`src/rtl/multicycle_controller_pkg.sv`:
```
// Shared encodings for the multicycle ARM-subset controller: FSM states,
// ALUControl codes, data-processing cmd codes, condition codes and Op classes.
package ctrl_pkg;

  typedef enum logic [3:0] {
    S_FETCH,
    S_DECODE,
    S_MEMADR,
    S_MEMRD,
    S_MEMWB,
    S_MEMWR,
    S_EXECUTER,
    S_EXECUTEI,
    S_ALUWB,
    S_BRANCH
  } state_t;

  localparam logic [2:0] ALU_ADD = 3'b000;
  localparam logic [2:0] ALU_SUB = 3'b001;
  localparam logic [2:0] ALU_AND = 3'b010;
  localparam logic [2:0] ALU_ORR = 3'b011;
  localparam logic [2:0] ALU_LSL = 3'b100;
  localparam logic [2:0] ALU_LSR = 3'b101;

  localparam logic [3:0] CMD_AND = 4'b0000;
  localparam logic [3:0] CMD_SUB = 4'b0010;
  localparam logic [3:0] CMD_ADD = 4'b0100;
  localparam logic [3:0] CMD_CMP = 4'b1010;
  localparam logic [3:0] CMD_ORR = 4'b1100;
  localparam logic [3:0] CMD_MOV = 4'b1101;

  localparam logic [1:0] SH_LSL = 2'b00;
  localparam logic [1:0] SH_LSR = 2'b01;

  localparam logic [1:0] OP_DP  = 2'b00;
  localparam logic [1:0] OP_MEM = 2'b01;
  localparam logic [1:0] OP_BR  = 2'b10;

  localparam logic [3:0] COND_EQ = 4'b0000;
  localparam logic [3:0] COND_NE = 4'b0001;
  localparam logic [3:0] COND_CS = 4'b0010;
  localparam logic [3:0] COND_CC = 4'b0011;
  localparam logic [3:0] COND_MI = 4'b0100;
  localparam logic [3:0] COND_PL = 4'b0101;
  localparam logic [3:0] COND_VS = 4'b0110;
  localparam logic [3:0] COND_VC = 4'b0111;
  localparam logic [3:0] COND_HI = 4'b1000;
  localparam logic [3:0] COND_LS = 4'b1001;
  localparam logic [3:0] COND_GE = 4'b1010;
  localparam logic [3:0] COND_LT = 4'b1011;
  localparam logic [3:0] COND_GT = 4'b1100;
  localparam logic [3:0] COND_LE = 4'b1101;
  localparam logic [3:0] COND_AL = 4'b1110;

endpackage

```
`src/rtl/multicycle_controller_cond_unit.sv`:
```
// NZCV flag register with FlagW gating, plus the combinational condition
// check against the registered flags.
module cond_unit
  import ctrl_pkg::*;
(
  input  logic       clk,
  input  logic       reset,
  input  logic [3:0] Cond,
  input  logic [3:0] ALUFlags,
  input  logic [1:0] FlagW,
  input  logic       flag_en,
  output logic       CondEx
);

  logic [3:0] flags;
  logic       n, z, c, v;

  assign {n, z, c, v} = flags;

  // NZ and CV halves are written independently; a failed condition blocks both.
  always_ff @(posedge clk or negedge reset) begin
    if (!reset) begin
      flags <= 4'b0000;
    end else if (flag_en && CondEx) begin
      if (FlagW[1]) flags[3:2] <= ALUFlags[3:2];
      if (FlagW[0]) flags[1:0] <= ALUFlags[1:0];
    end
  end

  always_comb begin
    CondEx = 1'b0;
    case (Cond)
      COND_EQ: CondEx = z;
      COND_NE: CondEx = ~z;
      COND_CS: CondEx = c;
      COND_CC: CondEx = ~c;
      COND_MI: CondEx = n;
      COND_PL: CondEx = ~n;
      COND_VS: CondEx = v;
      COND_VC: CondEx = ~v;
      COND_HI: CondEx = c & ~z;
      COND_LS: CondEx = ~c | z;
      COND_GE: CondEx = (n == v);
      COND_LT: CondEx = (n != v);
      COND_GT: CondEx = ~z & (n == v);
      COND_LE: CondEx = z | (n != v);
      COND_AL: CondEx = 1'b1;
      default: CondEx = 1'b0;
    endcase
  end

endmodule

```
`src/rtl/multicycle_controller.sv`:
```
// Multicycle ARM-subset control unit: main FSM, ALU decoder and datapath selects.
// Define CTRL_SHIFT_EN to decode MOV (cmd 1101, I=0) into LSL/LSR via Sh.
module multicycle_controller
  import ctrl_pkg::*;
(
  input  logic       clk,
  input  logic       reset,
  input  logic [3:0] Cond,
  input  logic [1:0] Op,
  input  logic [5:0] Funct,
  input  logic [1:0] Sh,
  input  logic [3:0] ALUFlags,
  output logic       PCWrite,
  output logic       MemWrite,
  output logic       RegWrite,
  output logic       IRWrite,
  output logic       AdrSrc,
  output logic       ALUSrcA,
  output logic [1:0] ALUSrcB,
  output logic [1:0] ResultSrc,
  output logic [1:0] ImmSrc,
  output logic [1:0] RegSrc,
  output logic [2:0] ALUControl
);

  state_t     state, state_nxt;
  logic       funct_i, funct_s;
  logic [3:0] cmd;
  logic [2:0] dec_alu;
  logic       no_write;
  logic [1:0] flag_w;
  logic       cond_ex;
  logic       flag_en;

  assign funct_i = Funct[5];
  assign cmd     = Funct[4:1];
  assign funct_s = Funct[0];

`ifndef CTRL_SHIFT_EN
  logic unused_sh;
  assign unused_sh = ^Sh;
`endif

  always_ff @(posedge clk or negedge reset) begin
    if (!reset) state <= S_FETCH;
    else        state <= state_nxt;
  end

  always_comb begin
    state_nxt = S_FETCH;
    case (state)
      S_FETCH:  state_nxt = S_DECODE;
      S_DECODE: begin
        case (Op)
          OP_DP:   state_nxt = funct_i ? S_EXECUTEI : S_EXECUTER;
          OP_MEM:  state_nxt = S_MEMADR;
          OP_BR:   state_nxt = S_BRANCH;
          default: state_nxt = S_FETCH;
        endcase
      end
      S_MEMADR:   state_nxt = Funct[0] ? S_MEMRD : S_MEMWR;
      S_MEMRD:    state_nxt = S_MEMWB;
      S_EXECUTER: state_nxt = S_ALUWB;
      S_EXECUTEI: state_nxt = S_ALUWB;
      default:    state_nxt = S_FETCH;
    endcase
  end

  // Unknown commands fall back to ADD with writeback suppressed.
  always_comb begin
    dec_alu  = ALU_ADD;
    no_write = 1'b0;
    flag_w   = {funct_s, 1'b0};
    case (cmd)
      CMD_ADD: flag_w[0] = funct_s;
      CMD_SUB: begin
        dec_alu   = ALU_SUB;
        flag_w[0] = funct_s;
      end
      CMD_AND: dec_alu = ALU_AND;
      CMD_ORR: dec_alu = ALU_ORR;
      CMD_CMP: begin
        dec_alu   = ALU_SUB;
        no_write  = 1'b1;
        flag_w[0] = funct_s;
      end
`ifdef CTRL_SHIFT_EN
      CMD_MOV: begin
        if (!funct_i && Sh == SH_LSL)      dec_alu = ALU_LSL;
        else if (!funct_i && Sh == SH_LSR) dec_alu = ALU_LSR;
        else                               no_write = 1'b1;
      end
`endif
      default: no_write = 1'b1;
    endcase
  end

  assign flag_en = (state == S_EXECUTER) || (state == S_EXECUTEI);

  cond_unit u_cond (
    .clk      (clk),
    .reset    (reset),
    .Cond     (Cond),
    .ALUFlags (ALUFlags),
    .FlagW    (flag_w),
    .flag_en  (flag_en),
    .CondEx   (cond_ex)
  );

  always_comb begin
    PCWrite    = 1'b0;
    MemWrite   = 1'b0;
    RegWrite   = 1'b0;
    IRWrite    = 1'b0;
    AdrSrc     = 1'b0;
    ALUSrcA    = 1'b0;
    ALUSrcB    = 2'b00;
    ResultSrc  = 2'b00;
    ALUControl = ALU_ADD;
    ImmSrc     = Op;
    RegSrc     = {Op == OP_MEM, Op == OP_BR};
    case (state)
      S_FETCH: begin
        IRWrite   = 1'b1;
        ALUSrcA   = 1'b1;
        ALUSrcB   = 2'b10;
        ResultSrc = 2'b10;
        PCWrite   = 1'b1;
      end
      S_DECODE: begin
        ALUSrcA   = 1'b1;
        ALUSrcB   = 2'b10;
        ResultSrc = 2'b10;
      end
      S_MEMADR: ALUSrcB = 2'b01;
      S_MEMRD:  AdrSrc  = 1'b1;
      S_MEMWB: begin
        ResultSrc = 2'b01;
        RegWrite  = cond_ex;
      end
      S_MEMWR: begin
        AdrSrc   = 1'b1;
        MemWrite = cond_ex;
      end
      S_EXECUTER: ALUControl = dec_alu;
      S_EXECUTEI: begin
        ALUSrcB    = 2'b01;
        ALUControl = dec_alu;
      end
      S_ALUWB: RegWrite = cond_ex & ~no_write;
      S_BRANCH: begin
        ALUSrcB   = 2'b01;
        ResultSrc = 2'b10;
        PCWrite   = cond_ex;
      end
      default: ;
    endcase
    // Reset holds state in FETCH, whose enables must not reach the datapath.
    if (!reset) begin
      PCWrite  = 1'b0;
      MemWrite = 1'b0;
      RegWrite = 1'b0;
      IRWrite  = 1'b0;
    end
  end

endmodule

```
`config.mk`:
```
export PLATFORM = sky130hd
export DESIGN_NAME = multicycle_controller
export DESIGN_NICKNAME = d
export VERILOG_FILES = /design/src/rtl/multicycle_controller_pkg.sv /design/src/rtl/multicycle_controller_cond_unit.sv /design/src/rtl/multicycle_controller.sv
export SDC_FILE = /design/constraint.sdc
export NUM_CORES = 1
export LEC_CHECK = 0
export CAP_MARGIN = 20
export CORE_ASPECT_RATIO = 0.9
export CORE_MARGIN = 2
export CORE_UTILIZATION = 37
export CTS_CLUSTER_DIAMETER = 50
export DETAILED_ROUTE_END_ITERATION = 10
export PLACE_DENSITY = 0.75
export SETUP_SLACK_MARGIN = 0.2
export SLEW_MARGIN = 5
export SYNTH_ARGS = -nofsm -noshare
export SYNTH_HDL_FRONTEND = slang
export SYNTH_SLANG_ARGS = --single-unit
```
`constraint.sdc`:
```
create_clock -name clk -period 2.1 [get_ports clk]
set_clock_uncertainty 0.1 [all_clocks]
set_input_delay 0.315 -clock clk [delete_from_list [all_inputs] [get_ports clk]]
set_output_delay 0.315 -clock clk [all_outputs]
set_load 0.01 [all_outputs]
```
# After elaboration in Yosys (flattened, before gate mapping)
# Index checks and enable logic that the tools add are counted.
# op_classes
n_mux,20
bitwise_logic,9
mul,0
shifts,0
n_lt_le_gt_ge,0
n_eq_ne,31
addsub,0
reduce_logical,16
div_mod_pow,0
# op_table
cell,n
$eq A4 B4 Y1 const B,11
$eq A4 B3 Y1 const B,9
$eq A4 B2 Y1 const B,5
$pmux W4 S5,1
$pmux W1 S15,1
$logic_not A4 Y1,3
$pmux W4 S3,1
$mux W1,10
$reduce_or A3 Y1,3
$eq A4 B1 Y1 const B,2
$pmux W2 S2,2
$reduce_or A2 Y1,4
$pmux W2 S3,1
$not A1 Y1,4
$pmux W1 S2,2
$reduce_and A2 Y1,2
$reduce_or A4 Y1,1
$and A1 B1 Y1,3
$mux W3,1
$eq A2 B1 Y1 const B,1
$eq A2 B2 Y1 const B,1
$logic_not A2 Y1,1
$mux W2,1
$or A1 B1 Y1,2
4 further kinds,4
# word_totals
out_inout_bits,17
reg_bits,8
word_cells,79
mem_bits_ro,0
inputBits,20
ram_bits,0
latchBits,0
mem_count,0

# Logic depth before layout (Yosys ltp)
# depth
ltp_word,6
mapped_depth,7
ltp_nobuf,6

# By module
# Synthesis repeated with hierarchy kept, for this count alone.
# unflattened
hier_cells,105
area_unflattened_um2,839.6
# modules_own_cells
mod,cells_per_inst,seq_area_each_um2,area_each_um2,instances
multicycle_controller,61,100.1,480.5,1
cond_unit,44,100.1,359.1,1

# Least setup slack after synthesis
# OpenSTA, ideal clock, no wires.
# synth_path
kind,input to register
startpoint,input Cond[2]
endpoint,register u_cond.flags[2]
arrival_time_ns,2.052
slack_ns,-0.177
path_buffers,1
cell_stages,7
t_required_ns,1.875
setup_time_ns,0.125
cell_sequence,buf_6 and2_4 o32a_1 a311oi_2 nor4_2 or4b_4 mux2_4
# synth_via
elab_chain_len,4
word_cells_on_any_way,18
cone_classes,eq/ne: 14; mux: 1; reduce/logical: 3
# synth_lines
item,line,rtl
start: declaration,multicycle_controller.sv:8,"input logic [3:0] Cond,"
"$eq A4 B4 Y1, or another cell as far along",multicycle_controller_cond_unit.sv:32,case (Cond)
$pmux W1 S15 *,multicycle_controller_cond_unit.sv:32,
$logic_and A1 B1 Y1 *,multicycle_controller_cond_unit.sv:24,end else if (flag_en && CondEx) begin
$reduce_and A2 Y1 (no source line) *,-,
end signal: assignment,multicycle_controller_cond_unit.sv:25,if (FlagW[1]) flags[3:2] <= ALUFlags[3:2];
end: declaration,multicycle_controller_cond_unit.sv:15,logic [3:0] flags;
# Every way passes the cells marked *; elsewhere a longest branch is shown, timed or not.
# A chain may end at the register's enable or synchronous reset.

# Worst setup path in the final report
# layout_path
startpoint,register u_cond.flags[1]
endpoint,register u_cond.flags[3]
# layout_via
elab_chain_len,5
word_cells_on_any_way,6
cone_classes,mux: 1; bitwise: 3; reduce/logical: 2
# layout_lines
item,line,rtl
start signal: assignment,multicycle_controller_cond_unit.sv:26,if (FlagW[0]) flags[1:0] <= ALUFlags[1:0];
$not A1 Y1,"multicycle_controller_cond_unit.sv:36, multicycle_controller_cond_unit.sv:42",
$or A1 B1 Y1,multicycle_controller_cond_unit.sv:42,COND_LS: CondEx = ~c | z;
$pmux W1 S15 *,multicycle_controller_cond_unit.sv:32,
$logic_and A1 B1 Y1 *,multicycle_controller_cond_unit.sv:24,
$reduce_and A2 Y1 (no source line) *,-,
# Marked as above.

==> qor.yml <==
outcome: "finished, violations left"
violations: "negative setup slack"
routedWlPerCell_um: 13.1
first_iter_violations: 7
hold_viol_final: 0
synth_commonest_cells: "nor3_1, dfrtp_1, nand2_1"
p_total_w: 0.00155
cp_max_fo: 4
cts_tree: "built"
p_per_area_nw_per_um2: 1040
seq_area_um2: 203
grt_pass1_wl_um: 3990
htreeDepth: 1
antenna_found_initial: 0
cts_made_buffers: 3
worst_setup_path_start_kind: "flip-flop"
peakVddDrop_mv: 0.830
synth.net_count: 121
critPathKind: "reg2reg"
synth.avg_cell_area_um2: 8.11
drc: 0
period_minus_slack_ns: 2.44
fin_ws_ns: -0.340
cap_violations: 0
ys_top_cells_by_area: "dfrtp_1, nor3_1, mux2_2"
clock.fmax_mhz: 410
setup_viol: 7
dp_hpwl_um: 1790
yosys.cell_count.top_type: "nor3_1"
clkTransAtPathRegs_ns: 0.05
gr-usage-all-layers: 0.203
hold_buffers: 0
clockBufferDepth: 2
gp_congestion: 0.784
clock_latency_ns: 0.25
rows: 16
fp.dieH_um: 48.7
yosysTopAreaCell: "dfrtp_1"
multi_input_area_um2: 684
grt_pass1_vias: 931
ys.flop_type: "dfrtp_1"
power.leakage_nw: 0.681
drive_gt1_frac: 0.488
dr_total_vias: 969
gr-total-overflow: 0
drt-vias-per-instance: 5.18
final_antenna_net_count: 0
nFillCells: 175
yosysWarnings: 0
ys_seq_area_frac: 0.244
hp-class: "in2async"
fin_crit_sh: 1.16
routed_wl_um: 2460
grt_max_degree: 10
synth_cells: 101
post-place-ws_ns: -0.967
ys_ff_latch: 8
ys_types: 44
synth-edff-count: 0
start_util: 0.383
rsz0062_at_grt: "yes"
arrival_ns: 2.47
cp-end-kind: "flip-flop"
diodes: 0
cts_sinks: 8
core_um2: 2140
die-area_um2: 2610
fin_util: 0.694
clockRootBuffer: "clkbuf_4"
synth_area_um2: 820
numPortBuffers: 33
area_growth_pct: 81.4
synthArstFlopShare: 1.00
drv_slew: 0
final_area_um2: 1490
synth_top_cell_area_share: 0.244
place_area_um2: 1290
boundaryPins: 37
first_pass_iters: 3
nets: 182
fp.dieW_um: 53.6
worstPathRequired_ns: 2.13
rr_worst_depth: 7
-- layout make-up --
type | instances | area share
clock buffers | 3 | 0.0152
repair buffers | 64 | 0.355
flip-flops and latches | 8 | 0.136
well taps | 27 | 0.0227
multi-input cells | 81 | 0.460
inverters | 4 | 0.0101
-- flip-flops by register name, indices dropped and copies added, names as in the netlist --
signal        flops
state             4
u_cond.flags      4
-- final timing paths --
| check | start | end | slack, ns |
|---|---|---|---|
| min in group clk | Op[0] | state[0]$_DFF_PN0_ | 0.47 |
| worst max-delay path | u_cond.flags[1]$_DFFE_PN0P_ | u_cond.flags[3]$_DFFE_PN0P_ | -0.34 |
| worst max register to register | u_cond.flags[1]$_DFFE_PN0P_ | u_cond.flags[3]$_DFFE_PN0P_ | -0.34 |
| worst min register to register | state[2]$_DFF_PN0_ | state[3]$_DFF_PN0_ | 0.50 |
| max in group asynchronous | reset | state[2]$_DFF_PN0_ | 1.74 |
| worst min-delay path | reset | u_cond.flags[2]$_DFFE_PN0P_ | 0.05 |
-- cell usage in the layout, fill, tap and decap left out, types with 3 or more instances in the layout --
cell type         n
a21oi_1           4
buf_2             7
buf_4            26
buf_6             5
clkbuf_2          3
clkbuf_4          3
clkdlybuf4s50_1  13
dfrtp_1           6
dlygate4sd2_1     6
inv_1             3
mux2_4            5
nand2_1           6
nand2b_1          3
nand3_1           3
nor3_1            8
-- repair_timing --
item | CTS | global route
endpoints found under the setup margin | 18 | 16
setup buffers | 9 | 2
pin swaps | 10 | 3
resized for setup | 67 | 21
-- power by group --
| part | internal (W) | switching [W] |
|---|---|---|
| sequential | 0.000217 | 0.0000764 |
| combinational | 0.000627 | 0.000511 |
| clock | 0.0000652 | 0.0000492 |
-- metal layers --
layer	vias up	part of all wire	GRT usage
met5	-	0	0
met4	0	0.0033	0.0427
met3	2	0.053	0.0648
met2	21	0.55	0.370
met1	460	0.39	0.221
li1	486	-	-
-- per-stage QoR --
step | std cells | TNS [ns] | hold slack (ns)
detailed placement | 173 | -6.37 | 0.495
floorplan | 101 | -0.247 | -0.0806
CTS | 185 | -1.59 | 0.0470
global route | 187 | -1.88 | 0.0432
global placement | 173 | -6.01 | 0.486
finish | 187 | -1.49 | 0.0459
-- critical path, cell delays in order, from the launching register on --
cell	delay (ns)
dfrtp_1	0.42
mux2_4	0.29
or3_4	0.34
a21oi_4	0.15
nor4_4	0.07
buf_4	0.14
or4b_4	0.50
mux2_4	0.31
-- cell families after synthesis --
family / share of synthesized area
compound gates: 0.177
other cells: 0.00458
simple gates: 0.337
mux: 0.116
flops: 0.244
xor+xnor: 0.0428
buf+inv: 0.0778
Power figures use the tool's default switching activity.
